$ cat src/rtl/dsp48a1_cmd_seq.sv
// dsp48a1_cmd_seq: valid/ready command sequencer for one fully pipelined DSP48A1 slice.
// Define DSP_SEQ_PCIN_LOOP_EN to feed each captured P back into PCIN for the next command.
module dsp48a1_cmd_seq #(
    parameter int LAT        = 4,
    parameter int RST_CYCLES = 2
) (
    input  logic        CLK,
    input  logic        RSTN,
    input  logic        cmd_valid,
    output logic        cmd_ready,
    input  logic [17:0] cmd_a,
    input  logic [17:0] cmd_b,
    input  logic [47:0] cmd_c,
    input  logic [17:0] cmd_d,
    input  logic [7:0]  cmd_opmode,
    input  logic        cmd_carryin,
    input  logic [47:0] cmd_pcin,
    output logic [17:0] dsp_a,
    output logic [17:0] dsp_b,
    output logic [17:0] dsp_d,
    output logic [47:0] dsp_c,
    output logic [47:0] dsp_pcin,
    output logic [7:0]  dsp_opmode,
    output logic        dsp_carryin,
    output logic        dsp_ce,
    output logic        dsp_rst,
    input  logic [47:0] dsp_p,
    input  logic        dsp_carryout,
    output logic        res_valid,
    input  logic        res_ready,
    output logic [47:0] res_p,
    output logic        res_carryout,
    output logic        busy
);

    localparam int CNT_MAX = (LAT > RST_CYCLES) ? LAT : RST_CYCLES;
    localparam int CW      = (CNT_MAX > 1) ? $clog2(CNT_MAX) : 1;
    localparam logic [CW-1:0] LAST_ISSUE = CW'(LAT - 1);
    localparam logic [CW-1:0] LAST_RST   = CW'(RST_CYCLES - 1);

    typedef enum logic [1:0] {
        RST_DSP,
        IDLE,
        ISSUE
    } state_t;

    state_t        state_q;
    logic [CW-1:0] cnt_q;

    logic [17:0] a_q;
    logic [17:0] b_q;
    logic [17:0] d_q;
    logic [47:0] c_q;
    logic [47:0] pcin_q;
    logic [7:0]  op_q;
    logic        cin_q;
    logic        ce_q;
    logic        rst_q;
    logic        busy_q;

    logic        res_valid_q;
    logic        res_valid_d;
    logic [47:0] res_p_q;
    logic        res_co_q;

    logic slot_free;
    logic accept;
    logic capture;

    // A result consumed this very cycle frees the slot for a new command.
    assign slot_free = ~res_valid_q | res_ready;
    assign cmd_ready = (state_q == IDLE) & slot_free;
    assign accept    = cmd_valid & cmd_ready;
    assign capture   = (state_q == ISSUE) & (cnt_q == LAST_ISSUE);

    always_comb begin
        res_valid_d = res_valid_q;
        if (res_valid_q & res_ready) begin
            res_valid_d = 1'b0;
        end
        if (capture) begin
            res_valid_d = 1'b1;
        end
    end

    always_ff @(posedge CLK or negedge RSTN) begin
        if (!RSTN) begin
            state_q     <= RST_DSP;
            cnt_q       <= '0;
            a_q         <= '0;
            b_q         <= '0;
            d_q         <= '0;
            c_q         <= '0;
            pcin_q      <= '0;
            op_q        <= '0;
            cin_q       <= 1'b0;
            ce_q        <= 1'b0;
            rst_q       <= 1'b1;
            busy_q      <= 1'b1;
            res_valid_q <= 1'b0;
            res_p_q     <= '0;
            res_co_q    <= 1'b0;
        end else begin
            res_valid_q <= res_valid_d;
            if (capture) begin
                res_p_q  <= dsp_p;
                res_co_q <= dsp_carryout;
`ifdef DSP_SEQ_PCIN_LOOP_EN
                pcin_q   <= dsp_p;
`endif
            end
            unique case (state_q)
                RST_DSP: begin
                    if (cnt_q == LAST_RST) begin
                        state_q <= IDLE;
                        cnt_q   <= '0;
                        rst_q   <= 1'b0;
                        ce_q    <= 1'b1;
                        busy_q  <= 1'b0;
                    end else begin
                        cnt_q <= cnt_q + 1'b1;
                    end
                end
                IDLE: begin
                    if (accept) begin
                        a_q     <= cmd_a;
                        b_q     <= cmd_b;
                        d_q     <= cmd_d;
                        c_q     <= cmd_c;
                        op_q    <= cmd_opmode;
                        cin_q   <= cmd_carryin;
`ifndef DSP_SEQ_PCIN_LOOP_EN
                        pcin_q  <= cmd_pcin;
`endif
                        state_q <= ISSUE;
                        cnt_q   <= '0;
                        busy_q  <= 1'b1;
                    end
                end
                ISSUE: begin
                    if (capture) begin
                        state_q <= IDLE;
                        cnt_q   <= '0;
                        busy_q  <= 1'b0;
                    end else begin
                        cnt_q <= cnt_q + 1'b1;
                    end
                end
                default: begin
                    state_q <= RST_DSP;
                    cnt_q   <= '0;
                    rst_q   <= 1'b1;
                    ce_q    <= 1'b0;
                    busy_q  <= 1'b1;
                end
            endcase
        end
    end

`ifdef DSP_SEQ_PCIN_LOOP_EN
    logic unused_pcin;
    assign unused_pcin = ^cmd_pcin;
`endif

    assign dsp_a        = a_q;
    assign dsp_b        = b_q;
    assign dsp_d        = d_q;
    assign dsp_c        = c_q;
    assign dsp_pcin     = pcin_q;
    assign dsp_opmode   = op_q;
    assign dsp_carryin  = cin_q;
    assign dsp_ce       = ce_q;
    assign dsp_rst      = rst_q;
    assign res_valid    = res_valid_q;
    assign res_p        = res_p_q;
    assign res_carryout = res_co_q;
    assign busy         = busy_q;

endmodule
$ cat config.mk
export PLATFORM = sky130hd
export DESIGN_NAME = dsp48a1_cmd_seq
export DESIGN_NICKNAME = d
export VERILOG_FILES = /design/src/rtl/dsp48a1_cmd_seq.sv
export SDC_FILE = /design/constraint.sdc
export NUM_CORES = 1
export LEC_CHECK = 0
export ABC_AREA = 1
export CAP_MARGIN = 25
export CORE_AREA = 2 2 165 167
export DETAILED_ROUTE_END_ITERATION = 6
export DIE_AREA = 0 0 167 169
export GPL_ROUTABILITY_DRIVEN = 0
export HOLD_SLACK_MARGIN = 0.06
export PLACE_DENSITY_LB_ADDON = 0.2
export SYNTH_ARGS = -nofsm -noshare
export SYNTH_HDL_FRONTEND = slang
export SYNTH_SLANG_ARGS = --single-unit
$ cat constraint.sdc
create_clock -name CLK -period 1.8 [get_ports CLK]
set_clock_uncertainty 0.15 [all_clocks]
set_input_delay 0.36 -clock CLK [delete_from_list [all_inputs] [get_ports CLK]]
set_output_delay 0.36 -clock CLK [all_outputs]
set_load 0.03 [all_outputs]
Yosys cells after proc, flatten, opt, wreduce, memory -nomap -nowiden
Cells that the tools add are included.
Word-level totals
  logic and storage cells: 53
  bits in registers: 216
  bits of input ports: 212
  output and inout port bits: 213
Cells by class
  add/sub/neg operators: 1
  eq/ne operators: 7
  bitwise operators: 7
  reductions and logical operators: 6
  mux-type cells: 17
Operator list (number)
  $mux W2: 6
  $pmux W2 S3: 2
  $mux W1: 6
  $ne A2 B2 Y1 const B: 3
  $and A1 B1 Y1: 4
  $eq A2 B1 Y1 const B: 2
  $eq A2 B2 Y1 const B: 2
  $pmux W1 S2: 2
  $reduce_and A2 Y1: 2
  $pmux W1 S3: 1
  $reduce_and A3 Y1: 1
  $add A2 B1 Y2 const B: 1
  $logic_not A2 Y1: 1
  $not A1 Y1: 2
  $reduce_bool A2 Y1: 1
  $reduce_or A2 Y1: 1
  $or A1 B1 Y1: 1

Longest topological paths before layout
  word-level depth: 6
  gate-level depth with buffers: 10
  gate-level depth less buffers: 9

Least setup slack after synthesis
Ideal clock, no wire load.
  path type: reg2reg
  start: register state_q[1]
  end: register b_q[0], in the netlist dsp_b[0]
  clock period less this slack: 1.699 ns
  stages on the path, launching flop included: 11
  arrival time: 1.484 ns
  required time: 1.585 ns
  slack: 0.101 ns
  buffers on the path: 2
  library setup time: 0.065 ns
  cell sequence: dfrtp_1 -> inv_1 -> ha_1 -> inv_1 -> nor2_4 -> nand2_4 -> inv_2 -> buf_6 -> buf_2 -> nand2_1 -> nand2_1
On the way
  cells in the longest elaborated chain, start to end: 4
Ends and longest elaborated chain
  start: declaration: RTL line 47  | state_t state_q;
  start signal: assignment: RTL line 88  | state_q <= RST_DSP;
  start signal: assignment: RTL line 115  | state_q <= IDLE;
  start signal: assignment: RTL line 135  | state_q <= ISSUE;
  $eq A2 B1 Y1: RTL line 72  | assign cmd_ready = (state_q == IDLE) & slot_free;
  $and A1 B1 Y1: RTL line 72
  named net cmd_ready: RTL line 10  | output logic cmd_ready,
  $and A1 B1 Y1: RTL line 73  | assign accept = cmd_valid & cmd_ready;
  $reduce_and A2 Y1 (no line)
  end signal: assignment: RTL line 127  | b_q <= cmd_b;
  end: declaration: RTL line 51  | logic [17:0] b_q;
The timed path passes the listed nets, and every way through them passes these cells.
A chain may end at the register's enable or synchronous reset.

Final worst setup path
  start: register state_q[1]
  end: output port cmd_ready
On the way
  cells in the longest elaborated chain, start to end: 2
Ends and longest elaborated chain (RTL line)
  $eq A2 B1 Y1: 72
  $and A1 B1 Y1: 72
  end: declaration: 10
Every way passes these cells.

==> impl_results.md <==
- Share of the clock period used by the worst path after layout: 111.9%
- Async set-or-reset flop fraction in the synthesized netlist: 100.0%
- Cell count after synthesis: 831
- FILL cells: 2413
- Largest vdd supply drop: 1.294 mV
- Antenna violations before repair: 2
- Most frequent cell after synthesis: sky130_fd_sc_hd__nand2_1
- Summed negative setup slack over all endpoints: -214.0 ps
- Post-Layout Inst Area: 14190 µm²
- Class of the tightest hold or removal check: primary input to asynchronous set/reset pin
- Number of primary I/O pins: 425
- Main synth FF type: sky130_fd_sc_hd__dfrtp_1
- Master of the slowest instance on the critical path: sky130_fd_sc_hd__dfrtp_1
- Library cell with the largest summed area after synthesis: sky130_fd_sc_hd__dfrtp_1
- Seq/Total Area, Yosys: 65.77%
- First-pass GRT wire length: 40540 µm
- Maximum number of pins on one net before global-route repair: 55
- Drt initial violations: 357
- Outcome: finished, violations left
- Layout Area Growth over Synthesis: 72.59%
- Post-route DRC: 0
- Mean area per synthesized cell: 9.894 µm²
- Synthesized netlist net count: 1049
- Core occupancy in the finished layout: 53.55%
- Placeable Area: 26500 µm²
- Transition at the pin with the smallest max-transition slack: 496.6 ps
- Number of synthesized register bits: 216
- Height of the die: 169 µm
- Kind of critical path: flip-flop to primary output
- Cells taking the most area after synthesis: sky130_fd_sc_hd__dfrtp_1 (65%), sky130_fd_sc_hd__nand2_1 (22%), sky130_fd_sc_hd__mux2_2 (6.7%)
- Delay of the slowest critical-path stage: 390 ps
- Cells along the critical path: inv_2 -> ha_4 -> inv_4 -> nor2_4 -> buf_6 -> buf_6
- Number of vias after detailed routing: 7222
- Leakage: 7.032 nW
- First-pass detailed-route iteration total: 4
- Leading post-synthesis cells by instance count: sky130_fd_sc_hd__nand2_1 (490), sky130_fd_sc_hd__dfrtp_1 (214), sky130_fd_sc_hd__mux2_2 (49), sky130_fd_sc_hd__buf_2 (33), sky130_fd_sc_hd__inv_1 (12)
- Distinct cell type count of the synthesized netlist: 18
- CP most frequent cell: sky130_fd_sc_hd__buf_6
- Share of final-layout standard cells stronger than drive strength 1: 19.86%
- Post-synthesis instance area: 8222 µm²
- Highest Clock Rate: 0.4965 GHz
- Worst Path Required: 1290 ps
- Power density over the cells: 1854 nW/µm²
- Time the worst path needs with I/O delays and setup: 2014 ps
- Critical Path Start Type: flip-flop
- Detailed Place HPWL: 19330 µm
- GRT Total Usage: 17.83%
- Total number of H-tree levels: 1
- Final #Nets: 1514
- Clock tree from TritonCTS: yes
- Total cell area at the placement stage: 13190 µm²
- Root Driver: sky130_fd_sc_hd__clkbuf_16
- Post-placement setup slack: -119.9 ps
- Clock slew seen by the registers of the worst setup and hold paths: 60 ps
- Top cell type's share of synthesized area: 65.13%
- Via count of the first global-routing pass: 7360
- Final-report max-slew violation count: 0
- Number of enable flip-flop cells after synthesis: 0
- Max-cap violations: 0
- Final global-route overflow total: 0
- Die width: 167 µm
- Routed length per instance: 16.08 µm
- Unrepaired setup endpoints after global routing: true
- Endpoint kind of the worst setup timing path: primary output
- Yosys warning count: 0
- Clock net sink count: 216
- Number of setup violations in the final report: 1
- Via density per instance: 4.358
- Relative slew margins: 66.89%
- Antenna-violating nets left: 0
- Data arrival at the endpoint of the critical path: 1500 ps
- Total Wirelength: 26650 µm
- Clock buffer count from CTS: 25
- Violations in the final reports: negative setup slack
- Starting utilization of the core area: 31.02%
- Clk_lat worst skew: 510 ps
- Port Buf Inserts: 424
- Crit path max fanout: 2
- Final Hold Fails: 0
- Full die area: 28220 µm²
- Clock buffer depth: 3
- Number of placement rows: 60
- Least setup slack across all paths after layout: -214.0 ps
- Fin Hold WS: 205.0 ps
==> metal layers <==
metal	global-route usage (%)	vias to the layer above	share of wire, %	routed length (µm)
li1	-	3478	-	-
met4	6.297	0	3.2	845
met2	30.60	277	49	13060
met5	0	-	0	0
met3	4.489	52	7.2	1911
met1	21.87	3415	41	10830
==> timing repair <==
item,CTS,global route
buffers inserted,2,6
endpoints found under the hold margin,189,0
pin swaps,1,2
endpoints found under the setup margin,210,157
hold buffers,1,0
cloned,0,11
resized for setup,383,156
==> through the flow <==
step | power (mW) | instances
after floorplan | 15.34 | 831
after global placement | 21.65 | 1592
after detailed placement | 21.78 | 1592
after CTS | 26.23 | 1640
after global routing | 27.82 | 1657
final | 26.31 | 1657
==> final timing paths <==
path                            slack, ps      endpoint  cells past startpoint    startpoint
worst max-delay path                 -210     cmd_ready                      6    state_q[1]
worst min-delay path                  210  dsp_pcin[36]                      2          RSTN
worst max register to register         30      dsp_d[9]                     10    state_q[0]
worst min register to register        320  dsp_pcin[23]                      2  dsp_pcin[23]
max in group asynchronous             670   dsp_pcin[8]                      3          RSTN
min in group CLK                      230  dsp_pcin[13]                      3  cmd_pcin[13]
==> kinds of logic (layout without fill, tap and decap cells) <==
logic type,after synthesis,after routing,synth area share (%)
mux,49,49,6.711
simple gates,501,501,23.15
other cells,0,2,0
compound gates,7,7,0.4869
buf+inv,52,535,2.968
fa+ha+maj,6,6,0.9131
flops,216,216,65.77
==> worst max-delay path: cells and delay by family (launching register included) <==
family,cells,cell delay (ps)
flip-flops,1,390
buffers and inverters,4,340
adder cells (fa/ha/maj),1,150
AND/OR/NAND/NOR,1,120
==> final cells by class <==
class,count,area [µm²],share of cell area [%]
multi-input combinational,563,2614,18.42
tap,341,426.7,3.007
antenna,2,5.005,0.03527
clock inverter,8,175.2,1.234
inverter,13,63.81,0.4497
clock buffer,37,700.7,4.938
sequential,216,5408,38.11
timing repair buffer,477,4797,33.81
==> cells in the final DEF (no fill, tap or decap), types with 6 or more instances in the layout <==
| cell type | synthesis | routed |
|---|---|---|
| sky130_fd_sc_hd__mux2_2 | 49 | 49 |
| sky130_fd_sc_hd__clkdlybuf4s15_1 | 0 | 94 |
| sky130_fd_sc_hd__clkbuf_2 | 0 | 67 |
| sky130_fd_sc_hd__clkdlybuf4s50_1 | 0 | 210 |
| sky130_fd_sc_hd__clkbuf_16 | 0 | 35 |
| sky130_fd_sc_hd__dfrtp_1 | 214 | 214 |
| sky130_fd_sc_hd__dlygate4sd2_1 | 0 | 12 |
| sky130_fd_sc_hd__buf_6 | 1 | 6 |
| sky130_fd_sc_hd__buf_4 | 0 | 19 |
| sky130_fd_sc_hd__nand2_1 | 490 | 483 |
| sky130_fd_sc_hd__clkdlybuf4s15_2 | 0 | 36 |
| sky130_fd_sc_hd__buf_12 | 0 | 19 |
| sky130_fd_sc_hd__nand2_2 | 0 | 7 |
| sky130_fd_sc_hd__inv_1 | 12 | 10 |
| sky130_fd_sc_hd__clkbuf_1 | 5 | 9 |
==> registers in the layout, indices dropped and copies added (netlist names), 2 cells and up <==
name	cells
state_q	2
cnt_q	2
dsp_a	18
dsp_pcin	48
res_p	48
dsp_d	18
dsp_c	48
dsp_b	18
dsp_opmode	8
==> power by group <==
group | total [mW] | switching [mW] | internal [mW] | leakage (nW)
Clock | 5.42 | 2.01 | 3.41 | 0.420
Sequential | 8.27 | 1.21 | 7.06 | 2.65
Combinational | 12.6 | 7.90 | 4.72 | 3.96
Total | 26.3 | 11.1 | 15.2 | 7.03
Note: power is estimated with default switching activity, not from simulation.
